**src/rtl/input_buffer_stream_reader.sv**
```systemverilog
// ---------------------------------------------------------------------------
// input_buffer_stream_reader
//   Read-side sequencer for the accelerator input buffer. A start command
//   launches a run of sequential reads (base, base+1, ... wrapping modulo the
//   address space). Returned words, which arrive one cycle after each read,
//   are captured into a small skid FIFO and presented on a valid/ready
//   stream. Reads are only issued when the FIFO has room for every word
//   already in flight, so downstream backpressure never loses data.
//
// Ports
//   clk, rst_n    : clock (posedge) and asynchronous active-low reset
//   start         : one-cycle run command, honoured only while idle
//   base_addr     : first read address of the run
//   length        : number of words in the run, 0 .. 2^READER_ADDR_WIDTH
//   abort         : flushes the current run; ignored when idle
//   buf_rd_en     : buffer read enable
//   buf_rd_addr   : buffer read address
//   buf_rd_data   : buffer data, valid the cycle after buf_rd_en
//   m_valid/m_ready/m_data/m_last : output stream; m_last marks the final word
//   busy          : high whenever a run (or its done cycle) is in progress
//   done          : one-cycle pulse when a run completes or is aborted
// ---------------------------------------------------------------------------
module input_buffer_stream_reader #(
  parameter int READER_DATA_WIDTH = 16,
  parameter int READER_ADDR_WIDTH = 4,
  parameter int SKID_DEPTH        = 4
) (
  input  logic                                clk,
  input  logic                                rst_n,
  input  logic                                start,
  input  logic        [READER_ADDR_WIDTH-1:0] base_addr,
  input  logic        [READER_ADDR_WIDTH:0]   length,
  input  logic                                abort,
  output logic                                buf_rd_en,
  output logic        [READER_ADDR_WIDTH-1:0] buf_rd_addr,
  input  logic signed [READER_DATA_WIDTH-1:0] buf_rd_data,
  output logic                                m_valid,
  input  logic                                m_ready,
  output logic signed [READER_DATA_WIDTH-1:0] m_data,
  output logic                                m_last,
  output logic                                busy,
  output logic                                done
);

  localparam int CNT_W  = READER_ADDR_WIDTH + 1;
  localparam int PTR_W  = (SKID_DEPTH > 1) ? $clog2(SKID_DEPTH) : 1;
  localparam int FCNT_W = $clog2(SKID_DEPTH + 1);
  localparam logic [FCNT_W:0]  DEPTH_C = (FCNT_W + 1)'(SKID_DEPTH);
  localparam logic [PTR_W-1:0] PTR_MAX = PTR_W'(SKID_DEPTH - 1);

  typedef enum logic [1:0] {S_IDLE, S_ISSUE, S_DRAIN, S_DONE} state_e;

  state_e                         state_q;
  logic [READER_ADDR_WIDTH-1:0]   base_q;
  logic [CNT_W-1:0]               len_q;
  logic [CNT_W-1:0]               issued_q;
  logic [CNT_W-1:0]               sent_q;
  logic                           pending_q;
  logic                           busy_q;
  logic                           done_q;

  logic signed [READER_DATA_WIDTH-1:0] mem_q [SKID_DEPTH];
  logic [PTR_W-1:0]               wr_ptr_q;
  logic [PTR_W-1:0]               rd_ptr_q;
  logic [FCNT_W-1:0]              count_q;

  logic [FCNT_W:0]                occupancy;
  logic                           flush;
  logic                           push;
  logic                           pop;
  logic                           last_hs;

  function automatic logic [PTR_W-1:0] ptr_inc(input logic [PTR_W-1:0] p);
    return (p == PTR_MAX) ? '0 : p + PTR_W'(1);
  endfunction

  // NOTE: every signal driven here gets a value on every path, so no latch
  // can be inferred.
  always_comb begin
    // Words held in the FIFO plus the one still on the buffer data bus.
    occupancy   = {1'b0, count_q} + {{FCNT_W{1'b0}}, pending_q};
    buf_rd_en   = (state_q == S_ISSUE) && (issued_q < len_q) && (occupancy < DEPTH_C);
    buf_rd_addr = base_q + issued_q[READER_ADDR_WIDTH-1:0];
    flush       = abort && ((state_q == S_ISSUE) || (state_q == S_DRAIN));
    push        = pending_q && !flush;
    m_valid     = (count_q != '0);
    m_data      = mem_q[rd_ptr_q];
    m_last      = m_valid && (sent_q == (len_q - CNT_W'(1)));
    pop         = m_valid && m_ready;
    last_hs     = pop && m_last;
    busy        = busy_q;
    done        = done_q;
  end

  // Control FSM and run counters.
  // NOTE: sequential state is written with non-blocking assignments only, so
  // every register samples the pre-edge value of every other register.
  always_ff @(posedge clk or negedge rst_n) begin
    if (!rst_n) begin
      state_q   <= S_IDLE;
      base_q    <= '0;
      len_q     <= '0;
      issued_q  <= '0;
      sent_q    <= '0;
      pending_q <= 1'b0;
      busy_q    <= 1'b0;
      done_q    <= 1'b0;
    end else begin
      pending_q <= buf_rd_en && !flush;
      done_q    <= 1'b0;
      if (buf_rd_en) issued_q <= issued_q + CNT_W'(1);
      if (pop)       sent_q   <= sent_q + CNT_W'(1);

      unique case (state_q)
        S_IDLE: begin
          // abort is deliberately not looked at here: start always wins.
          if (start) begin
            busy_q <= 1'b1;
            if (length != '0) begin
              base_q   <= base_addr;
              len_q    <= length;
              issued_q <= '0;
              sent_q   <= '0;
              state_q  <= S_ISSUE;
            end else begin
              done_q  <= 1'b1;
              state_q <= S_DONE;
            end
          end
        end
        S_ISSUE: begin
          if (flush) begin
            done_q  <= 1'b1;
            state_q <= S_DONE;
          end else if (buf_rd_en && ((issued_q + CNT_W'(1)) == len_q)) begin
            state_q <= S_DRAIN;
          end
        end
        S_DRAIN: begin
          if (flush || last_hs) begin
            done_q  <= 1'b1;
            state_q <= S_DONE;
          end
        end
        S_DONE: begin
          busy_q  <= 1'b0;
          state_q <= S_IDLE;
        end
        default: state_q <= S_IDLE;
      endcase
    end
  end

  // Skid FIFO. The read credit check guarantees a push never meets a full
  // FIFO, so no full flag is needed.
  // NOTE: the storage is reset as well so that m_data reads zero out of
  // reset instead of an undefined head entry.
  always_ff @(posedge clk or negedge rst_n) begin
    if (!rst_n) begin
      wr_ptr_q <= '0;
      rd_ptr_q <= '0;
      count_q  <= '0;
      for (int i = 0; i < SKID_DEPTH; i++) mem_q[i] <= '0;
    end else if (flush) begin
      wr_ptr_q <= '0;
      rd_ptr_q <= '0;
      count_q  <= '0;
    end else begin
      if (push) begin
        mem_q[wr_ptr_q] <= buf_rd_data;
        wr_ptr_q        <= ptr_inc(wr_ptr_q);
      end
      if (pop) rd_ptr_q <= ptr_inc(rd_ptr_q);
      unique case ({push, pop})
        2'b10:   count_q <= count_q + FCNT_W'(1);
        2'b01:   count_q <= count_q - FCNT_W'(1);
        default: count_q <= count_q;
      endcase
    end
  end

endmodule

```
**config.mk**
```make
export PLATFORM = sky130hd
export DESIGN_NAME = input_buffer_stream_reader
export DESIGN_NICKNAME = d
export VERILOG_FILES = /design/src/rtl/input_buffer_stream_reader.sv
export SDC_FILE = /design/constraint.sdc
export NUM_CORES = 1
export LEC_CHECK = 0
export ABC_AREA = 1
export CAP_MARGIN = 10
export CORE_MARGIN = 10
export CORE_UTILIZATION = 40
export DETAILED_ROUTE_END_ITERATION = 7
export GPL_TIMING_DRIVEN = 0
export PLACE_DENSITY_LB_ADDON = 0.05
export SLEW_MARGIN = 10
export SYNTH_ARGS = -nofsm -noshare
export SYNTH_HDL_FRONTEND = slang
export SYNTH_SLANG_ARGS = --single-unit
```
**constraint.sdc**
```tcl
create_clock -name clk -period 2.2 [get_ports clk]
set_input_delay 0.22 -clock clk [delete_from_list [all_inputs] [get_ports clk]]
set_output_delay 0.22 -clock clk [all_outputs]
set_load 0.05 [all_outputs]
```
==> summary.txt, run 1 <==
Die Footprint: 0.0169 mm2
DRC errors left: 0
Die width: 130 um
Commonest cells after routing, fill and taps aside: sky130_fd_sc_hd__nand2_1 (118), sky130_fd_sc_hd__o21ai_0 (105), sky130_fd_sc_hd__dfrtp_1 (89), sky130_fd_sc_hd__inv_1 (52), sky130_fd_sc_hd__nor2_1 (52)
Worst IR drop on VDD: 779 uV
Critical Setup Path Class: flip-flop to primary output
Gr usage total: 0.167
Worst slew margin: 0.508
Clock root buffer: sky130_fd_sc_hd__clkbuf_16
Pin count of the biggest net entering global routing: 56
Switching power total: 4.83 mW
Fin worst setup slack: 0.0106 ns
Vias in the first global route: 4326
Synth area leaders: sky130_fd_sc_hd__dfrtp_1 (49%), sky130_fd_sc_hd__o21ai_0 (11%), sky130_fd_sc_hd__nand2_1 (9.1%)
Area inside the core boundary: 0.0120 mm2
Final-report setup violation count: 0
Total non-filler cell area in the finished layout: 0.00604 mm2
Period Utilization, post-route: 0.995
Total power divided by cell area: 1660 mW/mm2
Final critical delay including setup and external delays: 2.19 ns
Number of violations of the max-capacitance limit: 0
Later-pin clock latency in the skew report: 0.35 ns
Critical-path maximum fanout: 7
Via density per instance: 5.18
Number of placement rows: 40
Upper clock frequency limit: 457 MHz
Post-Route Utilization: 0.505
H-tree depth: 3
Element type at the critical path start: flip-flop
Switching part of the total power: 0.481
Port bufs: 54
Synth warnings: 0
Capturing element type of the critical path: primary output
Relative contribution of the clock network to total power: 0.158
Starting Density: 0.406
ANT cells: 0
Sequential fraction of the synthesis area: 0.490
Unrepaired setup endpoints after global routing: true
TritonCTS clock tree: built
Total number of vias: 4236
Final clock skew: 0.00584 ns
Worst-path cell chain: inv_4 > ha_1 > nand2_1 > a21oi_1 > nor2_1 > nand3_2 > nor2_4 > buf_6 > buf_8
Most common library cell in the layout ignoring fill and taps: sky130_fd_sc_hd__nand2_1
Yosys top cell by area: sky130_fd_sc_hd__dfrtp_1
Status: completed
Instance count after placement with tap cells included: 786
Sequential Power Share: 0.294
Nets in the synthesized netlist: 636
Routability cong.: 0.897
GR Overflow Total: 0
Post-Synthesis Mean Instance Area: 8.31 um2
Lkg Pwr: 2.92 nW
Wire length of the first global-routing pass: 22100 um
Detailed router's first-iteration violation count: 327
Flip-flop and latch count after synthesis: 95
Clock-pin slew reported for the worst setup and hold paths after clock tree synthesis: 0.07 ns
IO Pins: 55
Post-Place Cell Area: 0.00561 mm2
Number of antenna violations at the first check in global routing: 0
Total standard cell area after synthesis: 0.00485 mm2
Detailed placer's ending HPWL: 9090 um
Die Y-Extent: 130 um
Layout cell share with drive strength beyond 1: 0.179
Data arrival time of the worst path: 1.97 ns
Final instance count without filler cells: 818
Critical Path Slowest Stage Cell: sky130_fd_sc_hd__dfrtp_2
Layout overhead on the synthesized area: 24.5%
Total number of clock tree sinks: 95
Hold Fails Final Rpt: 0
Share of power burned in combinational logic: 0.547
Largest incremental delay on the critical path: 0.43 ns
Final WL: 13300 um
Number of nets in the finished design: 718
Routed wire length per instance: 16.2 um
Number of buffers inserted during clock tree synthesis: 9
Count of unique library cells instantiated by Yosys: 34
CTS max path bufs: 2
Final slew viol count: 0
Synth top area share: 0.490
Critical path required time: 1.98 ns
Type of the tightest min-delay check: primary input to flip-flop
Placement-stage worst setup slack: -0.522 ns
Number of routed nets with antenna violations: 0
Cell-internal power: 5.21 mW
Post-synthesis cell count: 584
Actual transition at the worst max-transition pin: 0.738 ns
TritonRoute pass-1 iters: 4
==> metal layers <==
metal,wire [um],vias up,track usage
li1,-,2093,-
met1,5960,2024,0.206
met2,6340,99,0.276
met3,655,20,0.0296
met4,333,0,0.0813
met5,0,-,0
==> critical path: cells and delay by family, from the launching register on <==
kind	cells	cell delay (ns)
and+or+nand+nor	4	0.49
AOI/OAI and AO/OA	1	0.04
adders and majority gates	1	0.29
DFF	1	0.43
buffers and inverters	3	0.36
==> final cells by class <==
| type | count | area [um2] |
|---|---|---|
| inverter | 63 | 241 |
| tap | 147 | 184 |
| sequential | 95 | 2380 |
| buffer | 23 | 131 |
| clock buffer | 9 | 225 |
| timing repair buffer | 71 | 609 |
| multi-input combinational | 403 | 2190 |
| clock inverter | 7 | 71.3 |
| fill | 1178 | 5920 |
==> flip-flops by register name (all words and copies together) (netlist names) <==
name and flops:
issued_q 5, busy 1, sent_q 5, wr_ptr_q 2, base_q 4, state_q 2, pending_q 1, mem_q 64
len_q 5, rd_ptr_q 2, done 1, count_q 3
==> through the flow <==
stage	TNS (ns)	total power [mW]	hold WS, ns
after CTS	-0.0386	9.98	0.468
after floorplan	0	6.73	-0.0756
final	0	10.0	0.464
after global placement	-276.36	8.31	0.462
after detailed placement	-6.29	8.41	0.341
after global routing	-0.0708	10.8	0.494
==> synth_stat cells, drive strengths merged <==
master and instances:
mux2 3, clkbuf 11, nand4 6, o31ai 1
buf 12, fa 2, ha 20, o211ai 1
nor3 4, a31oi 1, o21bai 1, nor2 54
o21ai 118, a21oi 18, dfrtp 95, or2 1
xnor2 4, o22ai 16, nand3 23, nand2 127
a21o 1, and2 1, inv 63, xor2 1
==> path summary, 6_finish.rpt <==
kind                                        start                      to  slack [ns]  cells after the start
setup / recovery             len_q[3]$_DFFE_PN0P_               buf_rd_en        0.01                      9
hold / removal                       base_addr[1]   base_q[1]$_DFFE_PN0P_        0.46                      3
setup reg to reg           state_q[0]$_DFFE_PN0P_  count_q[2]$_DFFE_PN0P_        0.15                     13
hold reg to reg             mem_q[25]$_DFFE_PN0P_   mem_q[25]$_DFFE_PN0P_        0.48                      2
max in group asynchronous                   rst_n  state_q[0]$_DFFE_PN0P_        1.02                      3
min in group asynchronous                   rst_n   mem_q[13]$_DFFE_PN0P_        0.48                      2
==> kinds of logic (layout without fill, tap and decap cells) <==
group,count (synthesis),count (layout),synth area share
AND/OR/NAND/NOR,216,216,0.193
flip-flops,95,95,0.490
AO/OA/AOI/OAI,157,157,0.170
XOR/XNOR,5,5,0.00902
buffers and inverters,86,173,0.0714
multiplexers,3,3,0.00696
adder cells (fa/ha/maj),22,22,0.0598
==> power by group through the flow <==
stage,logic (mW),clock network [mW],registers [mW]
floorplan,3.84,0,2.88
detailed placement,5.43,0,2.98
global placement,5.35,0,2.96
finish,5.50,1.59,2.96
global route,6.10,1.69,3.05
CTS,5.40,1.63,2.95
==> repair_timing <==
item / in CTS / in global routing
setup endpoints to repair: 22 / 29
pin swaps: 5 / 4
hold endpoints to repair: 54 / 0
setup buffers: 4 / 11
gates resized for setup: 118 / 34
hold buffers: 1 / 0
(Power assumes the default switching activity.)
==> run 2: changes to the inputs <==
Settings changed: ABC_CLOCK_PERIOD_IN_PS from default to 2200.
==> results of run 2 <==
Same layout as run 1: the final DEF is identical, and so are final timing and power.
==> run 3: changes to the inputs <==
Settings changed: CORE_UTILIZATION 40 to 51.
==> summary.txt, run 3 (synthesis gave the netlist of run 1 again) <==
Clock root buffer: sky130_fd_sc_hd__clkbuf_8
Period Utilization, post-route: 0.987
Data arrival time of the worst path: 1.95 ns
DRC errors left: 0
Number of placement rows: 35
H-tree depth: 3
Routability cong.: 0.883
Unrepaired setup endpoints after global routing: true
Die Y-Extent: 118 um
Depth of the most critical reg-to-reg path: 13
Element type at the critical path start: flip-flop
Hold Fails Final Rpt: 0
Worst IR drop on VDD: 1460 uV
Actual transition at the worst max-transition pin: 0.698 ns
Number of violations of the max-capacitance limit: 0
Detailed router's first-iteration violation count: 250
Critical-path maximum fanout: 7
Total number of clock tree sinks: 95
Number of nets in the finished design: 725
Setup_tns: 0 ns
Max FFs per register: 64
Final clock skew: 0.0182 ns
Status: completed
Pin count of the biggest net entering global routing: 52
Number of routed nets with antenna violations: 0
Via density per instance: 5.28
Area inside the core boundary: 0.00924 mm2
Worst reg2reg endpoint: count_q[2]$_DFFE_PN0P_
Number of antenna violations at the first check in global routing: 0
Reg with most FFs: mem_q
ANT cells: 0
Total non-filler cell area in the finished layout: 0.00601 mm2
Die width: 118 um
Most common library cell in the layout ignoring fill and taps: sky130_fd_sc_hd__nand2_1
Total number of vias: 4257
Layout overhead on the synthesized area: 23.8%
Commonest cells after routing, fill and taps aside: sky130_fd_sc_hd__nand2_1 (117), sky130_fd_sc_hd__o21ai_0 (105), sky130_fd_sc_hd__dfrtp_1 (90), sky130_fd_sc_hd__inv_1 (52), sky130_fd_sc_hd__nor2_1 (51)
Wire length of the first global-routing pass: 21300 um
Vias in the first global route: 4325
Final critical delay including setup and external delays: 2.17 ns
Critical path required time: 1.98 ns
GR Overflow Total: 0
Capturing element type of the critical path: primary output
Routed wire length per instance: 15.9 um
Fin worst setup slack: 0.0293 ns
Type of the tightest min-delay check: primary input to async pin
Startpoint of the worst register-to-register path: state_q[0]$_DFFE_PN0P_
Setup slack of the most critical reg-to-reg path: 0.12 ns
Final slew viol count: 0
Total power divided by cell area: 1630 mW/mm2
Post-Route Utilization: 0.650
Die Footprint: 0.0138 mm2
Gr usage total: 0.184
Clock-pin slew reported for the worst setup and hold paths after clock tree synthesis: 0.10 ns
Layout cell share with drive strength beyond 1: 0.192
IO Pins: 55
Detailed placer's ending HPWL: 8600 um
Final WL: 12800 um
Worst slew margin: 0.534
Placement-stage worst setup slack: -0.560 ns
Port bufs: 54
TritonRoute pass-1 iters: 4
Post-Place Cell Area: 0.00559 mm2
Critical Setup Path Class: flip-flop to primary output
Later-pin clock latency in the skew report: 0.36 ns
Filler Cells Inserted: 777
Starting Density: 0.525
TritonCTS clock tree: built
Final-report setup violation count: 0
Number of buffers inserted during clock tree synthesis: 9
CTS max path bufs: 2
Lkg Pwr: 2.90 nW
Upper clock frequency limit: 461 MHz
## run 3: power breakdown
group / switching (mW) / total, mW / internal, mW
registers: 0.500 / 2.95 / 2.45
clock network: 0.665 / 1.20 / 0.537
logic: 3.69 / 5.63 / 1.94
## run 3: area by class of cell
| type | instances | area [um2] | share of cell area |
|---|---|---|---|
| Clock buffer | 9 | 124 | 0.0206 |
| Tap cell | 129 | 161 | 0.0269 |
| Sequential cell | 95 | 2380 | 0.397 |
| Multi-Input combinational cell | 403 | 2230 | 0.371 |
| Buffer | 23 | 128 | 0.0212 |
| Timing Repair Buffer | 78 | 663 | 0.110 |
| Clock inverter | 7 | 80.1 | 0.0133 |
| Inverter | 63 | 241 | 0.0402 |
## run 3: worst max-delay path by stage
stage / start / end / slack (ns) / depth (start not counted)
3_5_place_dp: len_q[4]$_DFFE_PN0P_ / buf_rd_en / -0.56 / 8
3_3_place_gp: rst_n / state_q[1]$_DFFE_PN0P_ / -2.71 / 1
4_1_cts: len_q[4]$_DFFE_PN0P_ / buf_rd_en / -0.08 / 8
2_1_floorplan: state_q[0]$_DFFE_PN0P_ / count_q[2]$_DFFE_PN0P_ / 0.05 / 13
6_report: len_q[3]$_DFFE_PN0P_ / buf_rd_en / 0.03 / 9
5_1_grt: len_q[3]$_DFFE_PN0P_ / buf_rd_en / -0.04 / 9
## run 3: per-stage QoR
stage / hold slack (ns) / instances / power, mW
2_1_floorplan: -0.0756 / 584 / 6.73
3_3_place_gp: 0.461 / 767 / 8.23
3_5_place_dp: 0.317 / 768 / 8.36
4_1_cts: 0.434 / 790 / 9.51
5_1_grt: 0.463 / 807 / 10.6
6_report: 0.431 / 807 / 9.78
## run 3: repair_timing
action                     4_1_cts  5_1_grt
hold endpoints to repair        50        0
hold buffers                     1        0
setup endpoints to repair       22       23
resized for setup              113       38
pin swaps                        2        7
setup buffers                    5       17
## run 3: worst max-delay path, stage by stage (launching register included)
cell                      delay [ns]
sky130_fd_sc_hd__dfrtp_2        0.47
sky130_fd_sc_hd__inv_4          0.11
sky130_fd_sc_hd__ha_4           0.21
sky130_fd_sc_hd__nand2_2        0.07
sky130_fd_sc_hd__a21oi_2        0.04
sky130_fd_sc_hd__nor2_2         0.13
sky130_fd_sc_hd__nand3_2        0.12
sky130_fd_sc_hd__nor2_4         0.17
sky130_fd_sc_hd__buf_6          0.14
sky130_fd_sc_hd__buf_8          0.14
## run 3: metal layers
metal | wire length, um | GRT usage
met3 | 606 | 0.0264
met5 | 0 | 0
met4 | 185 | 0.0757
met1 | 5520 | 0.232
met2 | 6520 | 0.308
